### src/rtl/pic_control_param.sv
// pic_control_param: clocked PIC controller with ICW/OCW sequencing, IRR/ISR tracking, rotating priority and INTA vectoring.
// Ports: clk/reset; wr_icw1, wr_icw2_4, wr_ocw1..3 strobes with data_in; irq request lines; int_ack INTA pulses;
// INT to CPU; int_mask/irr/isr register views; vector_out/vector_valid on the 2nd INTA; read_data (IRR or ISR);
// cascade_cfg (ICW3); init_done in READY.
module pic_control_param #(
  parameter int NUM_IRQ = 8,
  parameter int ID_W = 3
) (
  input  logic               clk,
  input  logic               reset,
  input  logic               wr_icw1,
  input  logic               wr_icw2_4,
  input  logic               wr_ocw1,
  input  logic               wr_ocw2,
  input  logic               wr_ocw3,
  input  logic [7:0]         data_in,
  input  logic [NUM_IRQ-1:0] irq,
  input  logic               int_ack,
  output logic               INT,
  output logic [NUM_IRQ-1:0] int_mask,
  output logic [NUM_IRQ-1:0] irr,
  output logic [NUM_IRQ-1:0] isr,
  output logic [7:0]         vector_out,
  output logic               vector_valid,
  output logic [7:0]         read_data,
  output logic [7:0]         cascade_cfg,
  output logic               init_done
);
  localparam logic [2:0] S_UNINIT = 3'd0, S_ICW2 = 3'd1, S_ICW3 = 3'd2, S_ICW4 = 3'd3, S_READY = 3'd4;
  localparam logic [1:0] A_IDLE = 2'd0, A_ACK1 = 2'd1, A_ACK2 = 2'd2;
  localparam logic [ID_W-1:0] LAST = ID_W'(NUM_IRQ - 1);
  logic [2:0] init_st;
  logic [1:0] ack_st;
  logic ltim, sngl, ic4, aeoi, arot, rsel;
  logic [7-ID_W:0] base;
  logic [ID_W-1:0] ptr, ptr_n, grant_id, win_id, win_rk, isr_id, isr_rk, clr_id;
  logic [NUM_IRQ-1:0] irq_q, cand, isr_clr, isr_set, isr_n, irr_n;
  logic win_v, isr_v, qual, ready;
  logic s_icw24, s_ocw1, s_ocw2, s_ocw3, ack1_go, ack2_go, eoi_ns, eoi_sp;
  logic [2:0] op;
  logic [ID_W-1:0] lvl;
  assign ready = init_st == S_READY;
  assign init_done = ready;
  // Strobe priority: icw1 > icw2_4 > ocw1 > ocw2 > ocw3; an ignored higher strobe still blocks lower ones.
  assign s_icw24 = !wr_icw1 && wr_icw2_4;
  assign s_ocw1 = !wr_icw1 && !wr_icw2_4 && wr_ocw1 && ready;
  assign s_ocw2 = !wr_icw1 && !wr_icw2_4 && !wr_ocw1 && wr_ocw2 && ready;
  assign s_ocw3 = !wr_icw1 && !wr_icw2_4 && !wr_ocw1 && !wr_ocw2 && wr_ocw3 && ready;
  assign ack1_go = !wr_icw1 && ack_st == A_IDLE && int_ack;
  assign ack2_go = !wr_icw1 && ack_st == A_ACK1 && int_ack;
  assign cand = irr & ~int_mask;
  assign op = data_in[7:5];
  assign lvl = data_in[ID_W-1:0];
  assign read_data = rsel ? 8'(isr) : 8'(irr);
  // Scan from lowest to highest priority so the last hit is the highest; rank 0 is the slot after ptr.
  always_comb begin
    win_v = 1'b0;
    win_id = LAST;
    win_rk = '0;
    isr_v = 1'b0;
    isr_id = '0;
    isr_rk = '0;
    for (int k = NUM_IRQ - 1; k >= 0; k--) begin
      if (cand[ptr + ID_W'(k + 1)]) begin
        win_v = 1'b1;
        win_id = ptr + ID_W'(k + 1);
        win_rk = ID_W'(k);
      end
      if (isr[ptr + ID_W'(k + 1)]) begin
        isr_v = 1'b1;
        isr_id = ptr + ID_W'(k + 1);
        isr_rk = ID_W'(k);
      end
    end
  end
  assign qual = win_v && (!isr_v || win_rk < isr_rk);
  assign eoi_ns = s_ocw2 && (op == 3'b001 || op == 3'b101) && isr_v;
  assign eoi_sp = s_ocw2 && (op == 3'b011 || op == 3'b111);
  assign clr_id = eoi_ns ? isr_id : lvl;
  // Clears are taken from the old ISR, then the ACK1 set is applied on top.
  always_comb begin
    isr_clr = '0;
    isr_set = '0;
    if (eoi_ns || eoi_sp) isr_clr[clr_id] = 1'b1;
    if (ack2_go && aeoi) isr_clr[grant_id] = 1'b1;
    if (ack1_go && qual) isr_set[win_id] = 1'b1;
  end
  assign isr_n = (isr & ~isr_clr) | isr_set;
  assign irr_n = ltim ? irq : ((irr & ~isr_set) | (irq & ~irq_q));
  always_comb begin
    ptr_n = (ack2_go && aeoi && arot) ? grant_id : ptr;
    if ((eoi_ns && op == 3'b101) || (s_ocw2 && (op == 3'b111 || op == 3'b110)))
      ptr_n = op == 3'b101 ? isr_id : lvl;
  end
  always_ff @(posedge clk or posedge reset) begin
    if (reset) begin
      init_st <= S_UNINIT;
      ack_st <= A_IDLE;
      {ltim, sngl, ic4, aeoi, arot, rsel} <= '0;
      base <= '0;
      ptr <= LAST;
      grant_id <= '0;
      irq_q <= '0;
      INT <= 1'b0;
      int_mask <= '1;
      irr <= '0;
      isr <= '0;
      vector_out <= '0;
      vector_valid <= 1'b0;
      cascade_cfg <= '0;
    end else begin
      irq_q <= irq;
      INT <= ready && qual && !wr_icw1;
      vector_valid <= ack2_go;
      if (ack2_go) vector_out <= {base, grant_id};
      if (wr_icw1) begin
        init_st <= S_ICW2;
        ltim <= data_in[3];
        sngl <= data_in[1];
        ic4 <= data_in[0];
        isr <= '0;
        irr <= '0;
        cascade_cfg <= '0;
        int_mask <= '1;
        ptr <= LAST;
        aeoi <= 1'b0;
        arot <= 1'b0;
        ack_st <= A_IDLE;
      end else begin
        irr <= irr_n;
        isr <= isr_n;
        ptr <= ptr_n;
        ack_st <= ack1_go ? A_ACK1 : ack2_go ? A_ACK2 : ack_st == A_ACK2 ? A_IDLE : ack_st;
        if (ack1_go) grant_id <= qual ? win_id : LAST;
        if (s_icw24 && init_st == S_ICW2) begin
          base <= data_in[7:ID_W];
          init_st <= !sngl ? S_ICW3 : ic4 ? S_ICW4 : S_READY;
        end
        if (s_icw24 && init_st == S_ICW3) begin
          cascade_cfg <= data_in;
          init_st <= ic4 ? S_ICW4 : S_READY;
        end
        if (s_icw24 && init_st == S_ICW4) begin
          aeoi <= data_in[1];
          init_st <= S_READY;
        end
        if (s_ocw1) int_mask <= data_in[NUM_IRQ-1:0];
        if (s_ocw2 && op == 3'b100) arot <= 1'b1;
        if (s_ocw2 && op == 3'b000) arot <= 1'b0;
        if (s_ocw3 && data_in[1]) rsel <= data_in[0];
      end
    end
  end
endmodule
### config.mk
export PLATFORM = sky130hd
export DESIGN_NAME = pic_control_param
export DESIGN_NICKNAME = d
export VERILOG_FILES = /design/src/rtl/pic_control_param.sv
export SDC_FILE = /design/constraint.sdc
export NUM_CORES = 1
export LEC_CHECK = 0
export CORE_UTILIZATION = 56
export CTS_CLUSTER_DIAMETER = 80
export CTS_CLUSTER_SIZE = 12
export DETAILED_ROUTE_END_ITERATION = 12
export PLACE_DENSITY = 0.81
export RECOVER_POWER = 25
export SYNTH_ARGS = -nofsm -noshare
export SYNTH_HDL_FRONTEND = slang
export SYNTH_SLANG_ARGS = --single-unit
### constraint.sdc
create_clock -name clk -period 6.15 [get_ports clk]
set_clock_uncertainty 0.05 [all_clocks]
set_input_delay 1.845 -clock clk [delete_from_list [all_inputs] [get_ports clk]]
set_output_delay 1.845 -clock clk [all_outputs]
set_load 0.02 [all_outputs]
---- After elaboration in Yosys (flattened, before gate mapping) ----
Cells that the tools add are included.
word-level totals
  register bits after elaboration ......... 72
  output and inout bits ................... 51
  word-level logic and storage cells ...... 240
operators by class
  add/subtract/negate cells ............... 7
  $lt $le $gt $ge ......................... 15
  equal/unequal tests ..................... 12
  muxes and demuxes ....................... 118
  bitwise operators ....................... 12
  reduce and logical (&&, ||, !) cells .... 57
operator list
  kind                                                                           count
  3-bit 2-to-1 mux                                                               44
  8-bit 2-to-1 mux                                                               11
  1-bit binary-select mux with 3-bit select                                      16
  3-bit by 4-bit less-than comparator with 1-bit output (second input constant)  11
  1-bit 2-to-1 mux                                                               40
  1-bit logical AND                                                              34
  8-bit bitwise AND                                                              4
  8-bit NOT                                                                      4
  8-bit OR                                                                       3
  3-bit == test (second input constant)                                          5
  3-bit adder (second input constant)                                            4
  1-bit demux with 3-bit select                                                  3
  3-bit by 2-bit == test with 1-bit output (second input constant)               3
  3-bit by 1-bit >= comparator with 1-bit output (second input constant)         3
  2-bit 2-to-1 mux                                                               4
  4-bit nonzero test                                                             2
  3-bit by 2-bit adder with 3-bit output (second input constant)                 2
  3-bit by 1-bit == test with 1-bit output (second input constant)               2
  1-bit logical OR                                                               6
  2-bit AND reduction                                                            3
  2-bit nonzero test                                                             3
  3-bit nonzero test                                                             2
  1-bit zero test                                                                5
  3-bit by 1-bit adder with 3-bit output (second input constant)                 1
  other kinds (6)                                                                6

---- Logic depth before layout (Yosys ltp) ----
  depth in word-level cells ............... 23
  depth in mapped cells ................... 16
  depth with buffers taken out ............ 13

---- Least setup slack after synthesis ----
OpenSTA, ideal clock, no wires.
  kind .................................... register to register
  from .................................... register ptr[1]
  to ...................................... register irr[4]
  library setup time ...................... 153 ps
  arrival ................................. 4267 ps
  setup slack ............................. 1680 ps
  cell stages (with the launch flop) ...... 15
  path buffers ............................ 3
  path through ............................ dfstp_2 > buf_2 > inv_1 > clkbuf_1 > ha_1 > buf_6 > mux4_2 > mux2_2 > or4_4 > nand2b_1 > ha_1 > a21o_1 > a22o_4 > nor4_4 > a311oi_1
on the way
  longest elaborated chain between the ends .. 20
  elaborated cells on any way between the ends .. 95
  those cells by class .................... add/sub: 7; order compare: 3; mux: 77; bitwise: 3; reduce/logical: 5
RTL lines
  what                                                                                                 RTL line    source
  start: declaration                                                                                   36          logic [ID_W-1:0] ptr, ptr_n, grant_id, win_id, win_rk, isr_id, isr_rk, clr_id;
  start signal: assignment                                                                             132         ptr <= ptr_n;
  3-bit adder (tied with other cells)                                                                  64, 66, 69
  1-bit binary-select mux with 3-bit select (tied with other cells)                                    64          if (cand[ptr + ID_W'(k + 1)]) begin
  1-bit 2-to-1 mux (implied by the code) (tied with other cells)                                       64
  3-bit 2-to-1 mux (tied with other cells) (7 in a row)                                                64
  3-bit by 4-bit less-than comparator with 1-bit output (implied by the code) (tied with other cells)  86          if (ack1_go && qual) isr_set[win_id] = 1'b1;
  1-bit logical AND (implied by the code) or 1-bit logical OR (tied branches)                          86, 76
  1-bit 2-to-1 mux (implied by the code) or 1-bit logical AND (tied branches)                          86, 76
  1-bit demux with 3-bit select or 1-bit logical AND (tied branches)                                   86
  8-bit 2-to-1 mux *                                                                                   86
  8-bit NOT *                                                                                          89          assign irr_n = ltim ? irq : ((irr & ~isr_set) | (irq & ~irq_q));
  8-bit bitwise AND *                                                                                  89
  8-bit OR *                                                                                           89
  8-bit 2-to-1 mux *                                                                                   89
  8-bit 2-to-1 mux *                                                                                   116         if (wr_icw1) begin
  end signal: assignment                                                                               130         irr <= irr_n;
  end: declaration                                                                                     21          output logic [NUM_IRQ-1:0] irr,
Every way passes the cells marked *; elsewhere a longest branch is shown, timed or not. The select of a mux whose other input is x is not followed.
A chain may end at the register's enable or synchronous reset.

---- Final worst setup path ----
  from .................................... input wr_icw1
  to ...................................... register ptr[2]
on the way
  longest elaborated chain between the ends .. 11
  elaborated cells on any way between the ends .. 17
  those cells by class .................... mux: 2; reduce/logical: 15
RTL lines
  what                            RTL line  source
  start: declaration              11        input logic wr_icw1,
  1-bit zero test                 47, 50
  1-bit logical AND (4 in a row)  47        assign s_ocw2 = !wr_icw1 && !wr_icw2_4 && !wr_ocw1 && wr_ocw2 && ready;
  1-bit logical AND (2 in a row)  77        assign eoi_ns = s_ocw2 && (op == 3'b001 || op == 3'b101) && isr_v;
  1-bit logical AND               92        if ((eoi_ns && op == 3'b101) || (s_ocw2 && (op == 3'b111 || op == 3'b110)))
  1-bit logical OR                92
  3-bit 2-to-1 mux                92
  3-bit 2-to-1 mux                116
Several ways; a longest one is shown, not always the timed one.

==> key figures <==
Placement
  • Port Buffers: 74
  • Half-perimeter wire length after placement: ~12000 µm
  • GPL Wtd Cong: 0.940
  • Pre-CTS setup slack: approximately 1500 ps

Critical path
  • Number of gates on the worst path with buffers counted: 9
  • Capture point of the worst reg-to-reg path: irr[5]
  • Cell count of the worst reg-to-reg path: 11
  • Slowest stage delay, CP: around 1400 ps
  • CP cell instances: dlygate4sd3_1, clkbuf_1, nand2b_1, nor2_1, buf_4, nand3_1, mux2i_1, o21ai_0, a21o_1
  • Required time of the critical path: approximately 6400 ps
  • Largest fanout on the critical path: 49
  • Setup slack of the most critical reg-to-reg path: 1390 ps
  • Reg2reg start: ptr[0]
  • Crit-path slowest cell: clkbuf_1
  • Critical Path AT: ~5000 ps
  • Crit end category: flop
  • Startpoint kind of the worst setup timing path: input port
  • Setup CP Type: in2reg
  • Capturing instance or port of the critical path: ptr[2]
  • Crit path max-delay family: buffers and inverters
  • CP Buf/Inv Count: 3
  • Launch point of the worst path: wr_icw1

Yosys
  • Mapped Area: ~5600 µm²
  • Proportion of synthesized flip-flops having asynchronous set or reset: 100%
  • Yosys reg bits: 72
  • Main area contributors after synthesis: dfrtp_1, mux4_2, mux2_2
  • Post-synthesis instance total: 579
  • Cell taking the most area after synthesis: dfrtp_1
  • Number of warnings reported in the yosys synthesis log: 0
  • Average footprint of a synthesized cell: 9.65 µm²
  • Portion of the post-synthesis area used by sequential elements: about a third
  • Number of distinct library cells after synthesis: 69
  • Number of flops mapped to enable cells by yosys: 0
  • Top-area cell type share of the netlist area: 27.3%
  • Synthesized netlist net count: between 600 and 700
  • Most instantiated flip-flop cell in the synthesis netlist: dfrtp_1

Worst hold path
  • Hold Startpoint: ack_st[1]
  • Class of the tightest hold or removal check: reg2reg
  • Hold Path Depth: 2

CTS
  • Clock sink total: a little over 70
  • Worst-skew pair later-pin latency: 350 ps
  • Hold buffer count at cts: 0
  • H-tree levels: 3
  • Clock Tree Buf Depth: 2
  • Reg clk slew, reported paths: about 70 ps
  • Post-CTS Setup Inserts: 0
  • # resized after CTS: 0
  • TritonCTS clock tree: yes
  • Clock buffers created by TritonCTS: 9
  • Library cell used as clock root buffer: clkbuf_8

Floorplan
  • Core area: 9730 µm²
  • Chip Height: 102 µm
  • Die outline width: about 100 µm
  • Die area: just over 10000 µm²
  • Initial core utilization: a little under three fifths
  • Std-Cell Rows: 36
  • Top-level port count: 75

Status
  • Outcome: complete, but fails checks
  • Violations in the final reports: capacitance limit, slew limit

Route
  • Post-DR wirelength/cell: between 20 and 25 µm
  • Vias per std cell: between 6 and 7
  • First DRT Iteration DRCs: about 370
  • Total via count in the routed design: ~5000
  • Pre-antenna DRT Iters: 4
  • Aggregate routed wire length: around 16000 µm
  • Drt drc: 0
  • Count of nets left with antenna violations after detail routing: 0

Timing
  • Final Cycle Share: 78.0%
  • Final min period: 4800 ps
  • Final-report setup violation count: 0
  • Slew headroom: -33.6%
  • Maximum frequency from static timing analysis: roughly 0.21 GHz
  • Transition time at the pin with the least slew margin: about 2000 ps
  • Number of hold violations in the final report: 0
  • RSZ-0062 raised after global routing: no
  • Number of pins with negative max-slew slack in the final report: 50
  • Final setup margin: ~1400 ps
  • Post-route setup TNS: 0 ps

Power and ir drop
  • Maximum VDD drop: about 0.27 mV
  • Tot Pwr: ~1.2 mW
  • P per Cell Area: approximately 180 nW/µm²
  • Leak: between 2 and 3 nW

Global routing
  • Maximum number of pins on one net before global-route repair: 50
  • First-pass GRT wire length: 26500 µm
  • Initial antenna violation count: 0
  • Total congestion overflow: 0
  • Number of global-route vias before repair: about 5000
  • Global router's overall resource usage: between 30 and 40%

Layout
  • Utilization of the core after routing: 68.0%
  • Share of cells above drive strength 1: 16.7%
  • Ant. Diodes: 0
  • Final-stage net count: 665
  • Syn-to-layout area delta: 18.5%

Run
  • Count of max-cap constraint violations: 1
worst min-delay path by stage:
stage / endpoint / slack, ps
global route: vector_out[2] / 480
finish: ack_st[1] / 450
CTS: ack_st[1] / 460
global placement: base[3] / 420
detailed placement: vector_out[5] / 440
floorplan: base[3] / 390
synth_stat cells (11+ instances only):
cell type / number
a21o_1: 13
a21oi_1: 24
a31oi_1: 15
clkbuf_1: 23
dfrtp_1: 61
dfstp_2: 11
inv_1: 15
mux2_2: 32
mux2i_1: 30
mux4_2: 31
nand2_1: 52
nand2b_1: 29
nand3_1: 12
nor2_1: 53
nor2b_1: 16
o21ai_0: 31
through the flow:
stage	cell area [µm²]	hold slack [ps]	instances
after detailed placement	6400	441	759
after CTS	6620	458	774
after global routing	6620	478	774
after global placement	6400	416	759
after floorplan	5590	394	579
final	6620	450	774
worst register-to-register path: cells and delay by family (launching register included):
family / cells / cell delay [ps]
and+or+nand+nor: 3 / 1190
xor gates and xnor gates: 1 / 690
buffers and inverters: 1 / 420
DFF: 1 / 540
AOI/OAI and AO/OA: 3 / 580
muxes: 1 / 440
adders and majority gates: 2 / 630
cell type report:
cell class | count | area [µm²]
Tap cell | 133 | 166
Clock inverter | 3 | 65.1
Inverter | 16 | 60.1
Clock buffer | 12 | 155
Timing Repair Buffer | 83 | 805
Multi-Input combinational cell | 455 | 3550
Fill cell | 794 | 3110
Sequential cell | 72 | 1820
state kept, by name, indices dropped and copies added (netlist names), 2 cells and up:
signal       flops
grant_id         3
irq_q            8
isr              8
cascade_cfg      8
irr              8
base             5
init_st          3
ack_st           2
vector_out       8
int_mask         8
ptr              3
routing by layer:
metal  global-route usage, %  share of wire, %
met4                    13.4               3.2
met5                       0                 0
met2                    58.0                51
met1                    43.0                40
met3                    6.36               6.2
where the power goes:
group | total [mW] | switching, mW | leakage [nW] | internal (mW)
Clock | 0.419 | 0.171 | 0.112 | 0.248
Combinational | 0.213 | 0.107 | 1.66 | 0.106
Sequential | 0.547 | 0.0305 | 0.880 | 0.516
logic make-up (layout without fill, tap and decap cells):
kind of cell	count (synthesis)	in the layout	share of synthesized area, %
AND/OR/NAND/NOR	197	197	17.8
XOR/XNOR	5	5	0.784
multiplexers	95	95	25.1
adder cells (fa/ha/maj)	4	4	0.896
AO/OA/AOI/OAI	154	154	19.0
buffers and inverters	52	114	3.94
flip-flops	72	72	32.5
cell usage in the layout, fill, tap and decap left out, drive strengths merged, types with 3 or more instances in the layout:
| cell | Yosys | routed |
|---|---|---|
| o221ai | 3 | 3 |
| a32oi | 3 | 3 |
| a311oi | 4 | 4 |
| dlygate4sd3 | 0 | 11 |
| and3 | 5 | 5 |
| ha | 4 | 4 |
| o31ai | 4 | 4 |
| nand2b | 29 | 29 |
| a211o | 3 | 3 |
| nor3 | 9 | 9 |
| a31oi | 15 | 15 |
| clkbuf | 23 | 13 |
| nor2b | 16 | 16 |
| nand3 | 12 | 12 |
| mux2i | 30 | 30 |
| nand3b | 5 | 5 |
| a21boi | 3 | 3 |
| a22o | 3 | 3 |
| or3 | 3 | 3 |
| dfstp | 11 | 11 |
| buf | 13 | 8 |
| nor2 | 53 | 53 |
| o211ai | 8 | 8 |
| o2bb2ai | 3 | 3 |
| nand2 | 52 | 52 |
| o21ai | 33 | 33 |
| inv | 16 | 16 |
| o32ai | 3 | 3 |
| mux2 | 33 | 33 |
| xor2 | 3 | 3 |
| a31o | 3 | 3 |
| clkdlybuf4s50 | 0 | 63 |
| o22ai | 4 | 4 |
| dfrtp | 61 | 61 |
| a211oi | 4 | 4 |
| a21o | 13 | 13 |
| a21oi | 24 | 24 |
| o31a | 3 | 3 |
| mux4 | 32 | 32 |
| a22oi | 4 | 4 |
(Power assumes the default switching activity.)
